==> config.mk <==
export PLATFORM = sky130hd
export DESIGN_NAME = icache_ctrl_flat
export DESIGN_NICKNAME = d
export VERILOG_FILES = /design/src/rtl/icache_if.sv /design/src/rtl/icache_ctrl.sv /design/src/flat_wrapper.sv
export SDC_FILE = /design/constraint.sdc
export NUM_CORES = 1
export LEC_CHECK = 0
export ABC_AREA = 1
export BUFFER_PORTS_ARGS = -buffer_cell sky130_fd_sc_hd__clkbuf_2
export CORE_MARGIN = 2
export CORE_UTILIZATION = 25
export CTS_CLUSTER_SIZE = 28
export DETAILED_ROUTE_END_ITERATION = 6
export PLACE_DENSITY_LB_ADDON = 0.25
export SLEW_MARGIN = 20
export SYNTH_ARGS = -nofsm -noshare
export SYNTH_HDL_FRONTEND = slang
export SYNTH_SLANG_ARGS = --single-unit
==> constraint.sdc <==
create_clock -name clk -period 17.83 [get_ports clk]
set_clock_uncertainty 0.05 [all_clocks]
set_input_delay 0.8915 -clock clk [delete_from_list [all_inputs] [get_ports clk]]
set_output_delay 0.8915 -clock clk [all_outputs]
set_load 0.02 [all_outputs]
==> src/rtl/icache_if.sv <==
// Fetch-side and memory-side signals of the instruction cache.
// slave = cache, master = fetch stage plus memory controller.
interface icache_if #(
  parameter int ADDR_LEN   = 20,
  parameter int LINE_WIDTH = 128,
  parameter int WORD_WIDTH = 32
);
  logic                  fetch_valid;
  logic [ADDR_LEN-1:0]   fetch_addr;
  logic [WORD_WIDTH-1:0] instr;
  logic                  hit;
  logic                  stall;
  logic                  from_icache;
  logic [ADDR_LEN-1:0]   addr_icache;
  logic [LINE_WIDTH-1:0] data_to_cache;
  logic                  read_ready_for_icache;

  modport slave (
    input  fetch_valid,
    input  fetch_addr,
    output instr,
    output hit,
    output stall,
    output from_icache,
    output addr_icache,
    input  data_to_cache,
    input  read_ready_for_icache
  );

  modport master (
    output fetch_valid,
    output fetch_addr,
    input  instr,
    input  hit,
    input  stall,
    input  from_icache,
    input  addr_icache,
    output data_to_cache,
    output read_ready_for_icache
  );
endinterface

==> src/rtl/icache_ctrl.sv <==
// Direct-mapped read-only instruction cache with 0-cycle hits
// and a rising-edge-qualified line fill from the memory controller.
module icache_ctrl #(
  parameter int ADDR_LEN   = 20,
  parameter int LINE_WIDTH = 128,
  parameter int WORD_WIDTH = 32,
  parameter int NUM_LINES  = 4
) (
  input  logic     clk,
  input  logic     reset,
  icache_if.slave  bus
);

  localparam int OFF_W   = $clog2(LINE_WIDTH / 8);
  localparam int IDX_W   = $clog2(NUM_LINES);
  localparam int TAG_W   = ADDR_LEN - OFF_W - IDX_W;
  localparam int LINE_AW = ADDR_LEN - OFF_W;
  localparam int WPL     = LINE_WIDTH / WORD_WIDTH;
  localparam int WSEL_W  = $clog2(WPL);

  typedef enum logic [1:0] {
    IDLE,
    MISS_REQ,
    MISS_WAIT
  } state_t;

  state_t r_state;
  state_t w_next;

  logic [LINE_WIDTH-1:0] r_data [NUM_LINES];
  logic [TAG_W-1:0]      r_tag  [NUM_LINES];
  logic [NUM_LINES-1:0]  r_valid;
  logic [LINE_AW-1:0]    r_miss_line;
  logic                  r_ready_q;

  logic [TAG_W-1:0]      w_tag;
  logic [IDX_W-1:0]      w_idx;
  logic [WSEL_W-1:0]     w_wsel;
  logic [TAG_W-1:0]      w_miss_tag;
  logic [IDX_W-1:0]      w_miss_idx;
  logic [LINE_WIDTH-1:0] w_line;
  logic [WORD_WIDTH-1:0] w_word;
  logic                  w_hit;
  logic                  w_miss;
  logic                  w_fill;
  logic                  w_stall;
  logic                  w_req;
  logic                  w_unused;

  assign w_tag      = bus.fetch_addr[ADDR_LEN-1 -: TAG_W];
  assign w_idx      = bus.fetch_addr[OFF_W +: IDX_W];
  assign w_wsel     = bus.fetch_addr[2 +: WSEL_W];
  assign w_unused   = ^bus.fetch_addr[1:0];
  assign w_miss_tag = r_miss_line[LINE_AW-1 -: TAG_W];
  assign w_miss_idx = r_miss_line[IDX_W-1:0];

  assign w_hit = bus.fetch_valid && r_valid[w_idx] &&
                 (r_tag[w_idx] == w_tag) && (r_state == IDLE);
  assign w_miss = bus.fetch_valid && !w_hit && (r_state == IDLE);
  // A ready level left high by an earlier fill must not refill
  assign w_fill = (r_state == MISS_WAIT) &&
                  bus.read_ready_for_icache && !r_ready_q;

  always_comb begin
    w_line = r_data[w_idx];
    w_word = '0;
    for (int i = 0; i < WPL; i++) begin
      if (w_wsel == WSEL_W'(i)) begin
        w_word = w_line[i*WORD_WIDTH +: WORD_WIDTH];
      end
    end
  end

  always_comb begin
    w_next  = r_state;
    w_stall = 1'b0;
    w_req   = 1'b0;
    unique case (r_state)
      IDLE: begin
        if (w_miss) w_next = MISS_REQ;
      end
      MISS_REQ: begin
        w_stall = 1'b1;
        w_req   = 1'b1;
        w_next  = MISS_WAIT;
      end
      MISS_WAIT: begin
        w_stall = 1'b1;
        w_req   = 1'b1;
        if (w_fill) w_next = IDLE;
      end
      default: w_next = IDLE;
    endcase
  end

  always_ff @(posedge clk) begin
    if (reset) begin
      r_state     <= IDLE;
      r_ready_q   <= 1'b0;
      r_valid     <= '0;
      r_miss_line <= '0;
    end else begin
      r_state   <= w_next;
      r_ready_q <= bus.read_ready_for_icache;
      if (w_miss) r_miss_line <= bus.fetch_addr[ADDR_LEN-1:OFF_W];
      if (w_fill) r_valid[w_miss_idx] <= 1'b1;
    end
  end

  always_ff @(posedge clk) begin
    if (w_fill) begin
      r_data[w_miss_idx] <= bus.data_to_cache;
      r_tag[w_miss_idx]  <= w_miss_tag;
    end
  end

  assign bus.hit         = w_hit;
  assign bus.instr       = w_hit ? w_word : '0;
  assign bus.stall       = w_stall;
  assign bus.from_icache = w_req;
  assign bus.addr_icache = w_req ? {r_miss_line, {OFF_W{1'b0}}} : '0;

endmodule
==> src/flat_wrapper.sv <==
// flat-port wrapper written by rule: the top's interface ports become plain ports
module icache_ctrl_flat 
#(
  parameter int ADDR_LEN   = 20,
  parameter int LINE_WIDTH = 128,
  parameter int WORD_WIDTH = 32,
  parameter int NUM_LINES  = 4
)
  (clk, reset, bus_fetch_valid, bus_fetch_addr, bus_instr, bus_hit, bus_stall, bus_from_icache, bus_addr_icache, bus_data_to_cache, bus_read_ready_for_icache);
  icache_if #(.ADDR_LEN(ADDR_LEN), .LINE_WIDTH(LINE_WIDTH), .WORD_WIDTH(WORD_WIDTH)) bus_i ();
  input  logic clk;
  input  logic reset;
  input wire logic [$bits(bus_i.fetch_valid)-1:0] bus_fetch_valid;
  input wire logic [$bits(bus_i.fetch_addr)-1:0] bus_fetch_addr;
  output wire logic [$bits(bus_i.instr)-1:0] bus_instr;
  output wire logic [$bits(bus_i.hit)-1:0] bus_hit;
  output wire logic [$bits(bus_i.stall)-1:0] bus_stall;
  output wire logic [$bits(bus_i.from_icache)-1:0] bus_from_icache;
  output wire logic [$bits(bus_i.addr_icache)-1:0] bus_addr_icache;
  input wire logic [$bits(bus_i.data_to_cache)-1:0] bus_data_to_cache;
  input wire logic [$bits(bus_i.read_ready_for_icache)-1:0] bus_read_ready_for_icache;
  assign bus_i.fetch_valid = bus_fetch_valid;
  assign bus_i.fetch_addr = bus_fetch_addr;
  assign bus_instr = bus_i.instr;
  assign bus_hit = bus_i.hit;
  assign bus_stall = bus_i.stall;
  assign bus_from_icache = bus_i.from_icache;
  assign bus_addr_icache = bus_i.addr_icache;
  assign bus_i.data_to_cache = bus_data_to_cache;
  assign bus_i.read_ready_for_icache = bus_read_ready_for_icache;
  icache_ctrl #(.ADDR_LEN(ADDR_LEN), .LINE_WIDTH(LINE_WIDTH), .WORD_WIDTH(WORD_WIDTH), .NUM_LINES(NUM_LINES)) u_core (.clk(clk), .reset(reset), .bus(bus_i));
endmodule
== Yosys cells after proc, flatten, opt, wreduce, memory -nomap -nowiden ==
Memories as Yosys holds them, arrays and structs flattened.
Cells that the tools add are included.

* Add/sub/neg operators: 0
* Multipliers: 0
* Div/mod/pow operators: 0
* Order comparisons: 3
* Equality and inequality tests: 8
* Shift operators: 0
* Mux-type cells: 16
* Bitwise operators: 1
* Reduce and logical (&&, ||, !) cells: 14

{| class="wikitable"
|+ Operators by type and width
! operator !! number
|-
| $mux 32 || 5
|-
| $mux 20 || 1
|-
| $eq 14x14->1 || 1
|-
| $logic_and 1x1->1 || 8
|-
| $eq 2x2->1 const B || 3
|-
| $lt 2x3->1 const B || 2
|-
| $pmux 2 s3 || 1
|-
| $mux 1 || 5
|-
| $eq 2x1->1 const B || 2
|-
| $logic_not 2->1 || 2
|-
| $mux 2 || 2
|-
| $ne 2x1->1 const B || 2
|-
| $or 4x4->4 || 1
|-
| $bmux 1 s2 || 1
|-
| $demux 1 s2 || 1
|-
| $ge 2x1->1 const B || 1
|-
| $logic_not 1->1 || 2
|-
| $reduce_and 2->1 || 1
|-
| $reduce_or 2->1 || 1
|}

* Register bits after elaboration: 23
* Bits in latches: 0
* RAM bits: 568
* ROM bits: 0
* Input bits: 152
* Output and inout port bits: 55
* Memories: 2

{| class="wikitable"
|+ Memories
! memory !! depth !! width !! rd ports !! clocked after memory_dff !! wr ports !! line !! text
|-
| u_core.r_data || 4 || 128 || 1 || 0 || 1 || icache_ctrl.sv:30 || <nowiki>logic [LINE_WIDTH-1:0] r_data [NUM_LINES];</nowiki>
|-
| u_core.r_tag || 4 || 14 || 1 || 0 || 1 || icache_ctrl.sv:31 || <nowiki>logic [TAG_W-1:0] r_tag [NUM_LINES];</nowiki>
|}

== Logic depth before layout (Yosys ltp) ==
* Depth in word-level cells: 10
* Depth in mapped cells: 17

== Least setup slack after synthesis ==
Ideal clock, no wire load.

* Path type: input to register
* Start point: input bus_read_ready_for_icache
* End point: memory u_core.r_data[0][0], enable pin
* Setup time: 821 ps
* Data arrival time: 10709 ps
* Required time: 16959 ps
* Path slack: 6250 ps
* Cell stages on the path: 4
* Buffers on the path: 0
* Path through: nand2_1 nor2_1 inv_1 nor3_1

* Longest elaborated chain between the ends: 4

{| class="wikitable"
|+ Ends and longest elaborated chain
! item !! line !! text
|-
| start: declaration || flat_wrapper.sv:21 || <nowiki>input wire logic [$bits(bus_i.read_ready_for_icache)-1:0] bus_read_ready_for_icache;</nowiki>
|-
| $logic_and 1x1->1 || icache_ctrl.sv:61 || <nowiki>assign w_fill = (r_state == MISS_WAIT) &&</nowiki>
|-
| $logic_and 1x1->1 || icache_ctrl.sv:62 || <nowiki>bus.read_ready_for_icache && !r_ready_q;</nowiki>
|-
| $mux 1 || icache_ctrl.sv:111 || <nowiki>if (w_fill) begin</nowiki>
|-
| $mux 1 (implied by the code) || icache_ctrl.sv:112 || <nowiki>r_data[w_miss_idx] <= bus.data_to_cache;</nowiki>
|-
| end: declaration || icache_ctrl.sv:30 ||
|}

Every way passes these cells.

== Worst setup path in the final report ==
* Start point: input bus_fetch_addr[4]
* End point: output bus_instr[3]

* Longest elaborated chain between the ends: 6
* Elaborated cells between the ends (all ways): 13

{| class="wikitable"
|+ Ends and longest elaborated chain
! item !! line !! text
|-
| start: declaration || flat_wrapper.sv:14 || <nowiki>input wire logic [$bits(bus_i.fetch_addr)-1:0] bus_fetch_addr;</nowiki>
|-
| $mem_v2 4x128 / $bmux 1 s2 (equally long branches) || - ||
|-
| $mux 32 / $mux 1 (equally long branches) || icache_ctrl.sv:68, icache_ctrl.sv:57 ||
|-
| $mux 32 / $logic_and 1x1->1 (equally long branches) (2 in a row) || icache_ctrl.sv:68, icache_ctrl.sv:57 ||
|-
| $mux 32 / $logic_and 1x1->1 (equally long branches) || icache_ctrl.sv:68, icache_ctrl.sv:58 ||
|-
| $mux 32 * || icache_ctrl.sv:118 || <nowiki>assign bus.instr = w_hit ? w_word : '0;</nowiki>
|-
| end: declaration || flat_wrapper.sv:15 || <nowiki>output wire logic [$bits(bus_i.instr)-1:0] bus_instr;</nowiki>
|}

Every way passes the cells marked *; elsewhere a longest branch is shown, timed or not. The select of a mux whose other input is x is not followed.

==> results_dict.tcl <==
set metrics [dict create \
    synthDistinctLibCells 39 \
    cts-resized-gates 0 \
    fillCellCount 9363 \
    viasPerCell 4.51 \
    busiest_layer "met2" \
    gr-usage-met3_pct 3.33 \
    post_cts_buffers 0 \
    grt_max_degree 178 \
    layout-drive-gt1-share_pct 16.8 \
    p_per_area_nw_per_um2 115 \
    ys_seq_area_share_pct 74.5 \
    setup_viol 0 \
    synth.avg_cell_area_um2 12.8 \
    crit_family "buffers and inverters" \
    startpoint_type "input port" \
    drtPass1Iterations 5 \
    hpwl_um 39200 \
    hp-class "reg -> reg" \
    slew_viol_final 0 \
    cp_slowest_cell "buf_4" \
    routed_wl_um 68300 \
    post-route-period-util_pct 31.8 \
    cts_hold_buffers 0 \
    fmax_mhz 176 \
    maxCapViolations 0 \
    path_class "in -> out" \
    min_period_ps 5670 \
    portBuffers 200 \
    status "finished, final reports clean" \
    vdd_ir_drop_max_mv 0.0561 \
    p_sw_uw 695 \
    placed_cell_area_um2 25700 \
    syn2layout_area_growth_pct 19.7 \
    root_buffer "clkbuf_16" \
    start_util_pct 25.2 \
    synth_area_um2 23500 \
    tightest_slew_ps 1270 \
    grt_antenna_before_repair 22 \
    wire_per_inst_um 20.6 \
    path_buf_inv 4 \
    first_global_vias 14700 \
    grtUsageMet2_pct 22.5 \
    clockBufferDepth 3 \
    max_stage_delay_ps 770 \
    path_clk_slew_ps 60 \
    cts_sinks 591 \
    track_usage_pct 13.8 \
    clockPowerShare_pct 46.9 \
    seqPwrFrac_pct 47.7 \
    design_area_um2 28100 \
    critical_path.cell_chain "buf_8 > buf_4 > nand2_1 > nand3_1 > nand2_1 > nand2_1 > nand2_1 > nor2_1 > nand2_1 > nor2_1 > nand2_2 > buf_4 > a211oi_1 > clkbuf_2" \
    final_util_pct 30.2 \
    drc 0 \
    cts.htree.levels 3 \
    p_leak_nw 9.99 \
    synth_warnings 0 \
    tns_ps 0 \
    pin_count 207 \
    swShare_pct 21.5 \
    hold_viol 0 \
    cpMostUsedCell "nand2_1" \
    die_w_um 311 \
    crit_fanout 91 \
    cts_tree "yes" \
    relSlewSlack_pct 15.1 \
    die_area_um2 96500 \
    grt-ovfl-total 0 \
    place.gp.congestion 0.704 \
    ant_nets 0 \
    required_ps 16890 \
    nets 2167 \
    arrival_ps 4730 \
    vias 15000 \
    drt_iter0_markers 1027 \
    power_frac_comb_pct 5.3 \
    intPower_mw 2.54 \
    synth-seq-cells 591 \
    synth_cells 1831 \
    cts_made_buffers 69 \
    crit_path_end_kind "output port" \
    grt_pass1_wl_um 98500 \
    rsz0062_at_grt "no" \
    insertion_delay_ps 610 \
    die_h_um 311 \
    core_um2 93200 \
    total_power_mw 3.23 \
    gr-usage-met1_pct 18.2 \
    rows 112 \
]
[kinds of logic (layout without fill, tap and decap cells)]
group           after synthesis  after routing  share of synthesized area [%]
mux                           1              1                         0.0426
simple gates                729            729                           12.6
buf+inv                     159            391                           3.48
compound gates              347            347                           9.17
other cells                   1              8                         0.0160
flops                       591            591                           74.5
fa+ha+maj                     3              3                          0.160
[sequential cells by signal (all words and copies together) (netlist names)]
name                cells
u_core.r_data         512
u_core.r_tag           56
u_core.r_miss_line     16
u_core.r_valid          4
u_core.r_state          2
u_core.r_ready_q        1
[synth_stat cells]
| cell | instances | area share (%) |
|---|---|---|
| nand2_2 | 1 | 0.027 |
| a2111oi_1 | 2 | 0.085 |
| o22ai_1 | 17 | 0.45 |
| nand2_1 | 481 | 7.7 |
| edfxtp_1 | 568 | 73 |
| a2111oi_0 | 1 | 0.037 |
| clkinv_1 | 2 | 0.032 |
| inv_1 | 35 | 0.56 |
| o21ai_0 | 62 | 1.3 |
| inv_2 | 1 | 0.016 |
| nand3_1 | 113 | 2.4 |
| clkbuf_1 | 28 | 0.45 |
| inv_4 | 2 | 0.053 |
| buf_6 | 9 | 0.43 |
| a31oi_1 | 1 | 0.027 |
| o221ai_1 | 7 | 0.26 |
| a211oi_1 | 1 | 0.032 |
| o31ai_1 | 3 | 0.096 |
| buf_2 | 58 | 1.2 |
| a221oi_1 | 5 | 0.19 |
| nand2_4 | 1 | 0.048 |
| buf_4 | 20 | 0.64 |
| conb_1 | 1 | 0.016 |
| dfxtp_1 | 23 | 2.0 |
| a2111oi_2 | 8 | 0.51 |
| nor3_1 | 14 | 0.30 |
| buf_1 | 4 | 0.064 |
| a32o_1 | 22 | 0.94 |
| a32oi_1 | 6 | 0.22 |
| ha_1 | 3 | 0.16 |
| mux2i_1 | 1 | 0.043 |
| a22oi_1 | 24 | 0.77 |
| o21ai_1 | 7 | 0.15 |
| nand3b_1 | 8 | 0.26 |
| nor4_1 | 10 | 0.27 |
| a21oi_1 | 163 | 3.5 |
| a21o_1 | 10 | 0.32 |
| a22o_1 | 8 | 0.30 |
| nor2_1 | 101 | 1.6 |
[tightest hold or removal path, cell delays in order, from the launching register on]
cell	delay, ps
dfxtp_1	320
nor2_1	50
nor2_1	70
[power by group through the flow]
stage / Sequential (mW) / Clock, mW / Combinational [mW]
floorplan: 1.57 / 0 / 0.103
global placement: 1.57 / 0 / 0.171
CTS: 1.54 / 1.56 / 0.177
finish: 1.54 / 1.52 / 0.172
global route: 1.54 / 1.61 / 0.192
detailed placement: 1.57 / 0 / 0.176
[per-layer routing]
metal	vias up	wire length [um]
met3	122	3940
met5	-	155
met1	7424	30400
met2	383	32500
li1	7027	-
met4	24	1330
[per-stage QoR]
stage / setup slack [ps] / instances / hold WS [ps]
floorplan: 6250 / 1834 / 390
global placement: 12080 / 3195 / 400
detailed placement: 12130 / 3195 / 412
CTS: 12120 / 3320 / 378
global route: 11910 / 3321 / 397
finish: 12160 / 3324 / 420
[worst paths after layout]
kind	start	to	slack, ps	depth (start not counted)
worst min-delay path	u_core.r_valid[2]$_SDFFE_PP0P_	u_core.r_valid[2]$_SDFFE_PP0P_	420	2
worst min register to register	u_core.r_valid[2]$_SDFFE_PP0P_	u_core.r_valid[2]$_SDFFE_PP0P_	420	2
worst max register to register	u_core.r_state[0]$_SDFFE_PP0P_	u_core.r_miss_line[5]$_SDFFE_PP0P_	14680	16
worst max-delay path	bus_fetch_addr[4]	bus_instr[3]	12160	14
[final cells by class]
type	instances	area [um2]	area share, %
antenna	4	10.0	0.0356
clock buffer	84	1870	6.64
clock inverter	41	584	2.08
inverter	40	163	0.578
multi-input combinational	1084	5210	18.5
sequential	591	17500	62.2
tap	1254	1570	5.58
timing repair buffer	226	1220	4.34
[layout by cell type (no fill, tap or decap), types with 2 or more instances in the layout]
master,n
clkinvlp_4,2
buf_4,26
a21oi_1,163
inv_1,35
a32o_1,22
o221ai_1,7
nand2_1,480
clkinv_4,2
o21ai_0,62
o31ai_1,3
a2111oi_2,8
a22oi_1,24
nand3b_1,8
o22ai_1,17
nor4_1,10
a32oi_1,6
inv_6,5
clkbuf_1,11
conb_1,4
o21ai_1,7
nand3_1,113
clkbuf_16,73
a22o_1,8
a2111oi_1,2
clkbuf_2,198
nor3_2,4
ha_1,3
a21o_1,10
edfxtp_1,568
diode_2,4
clkinv_2,7
nand2_2,2
clkinv_1,13
a221oi_1,5
dfxtp_1,23
nor3_1,10
nor2_1,100
bufinv_16,14
Note: power is estimated with default switching activity, not from simulation.
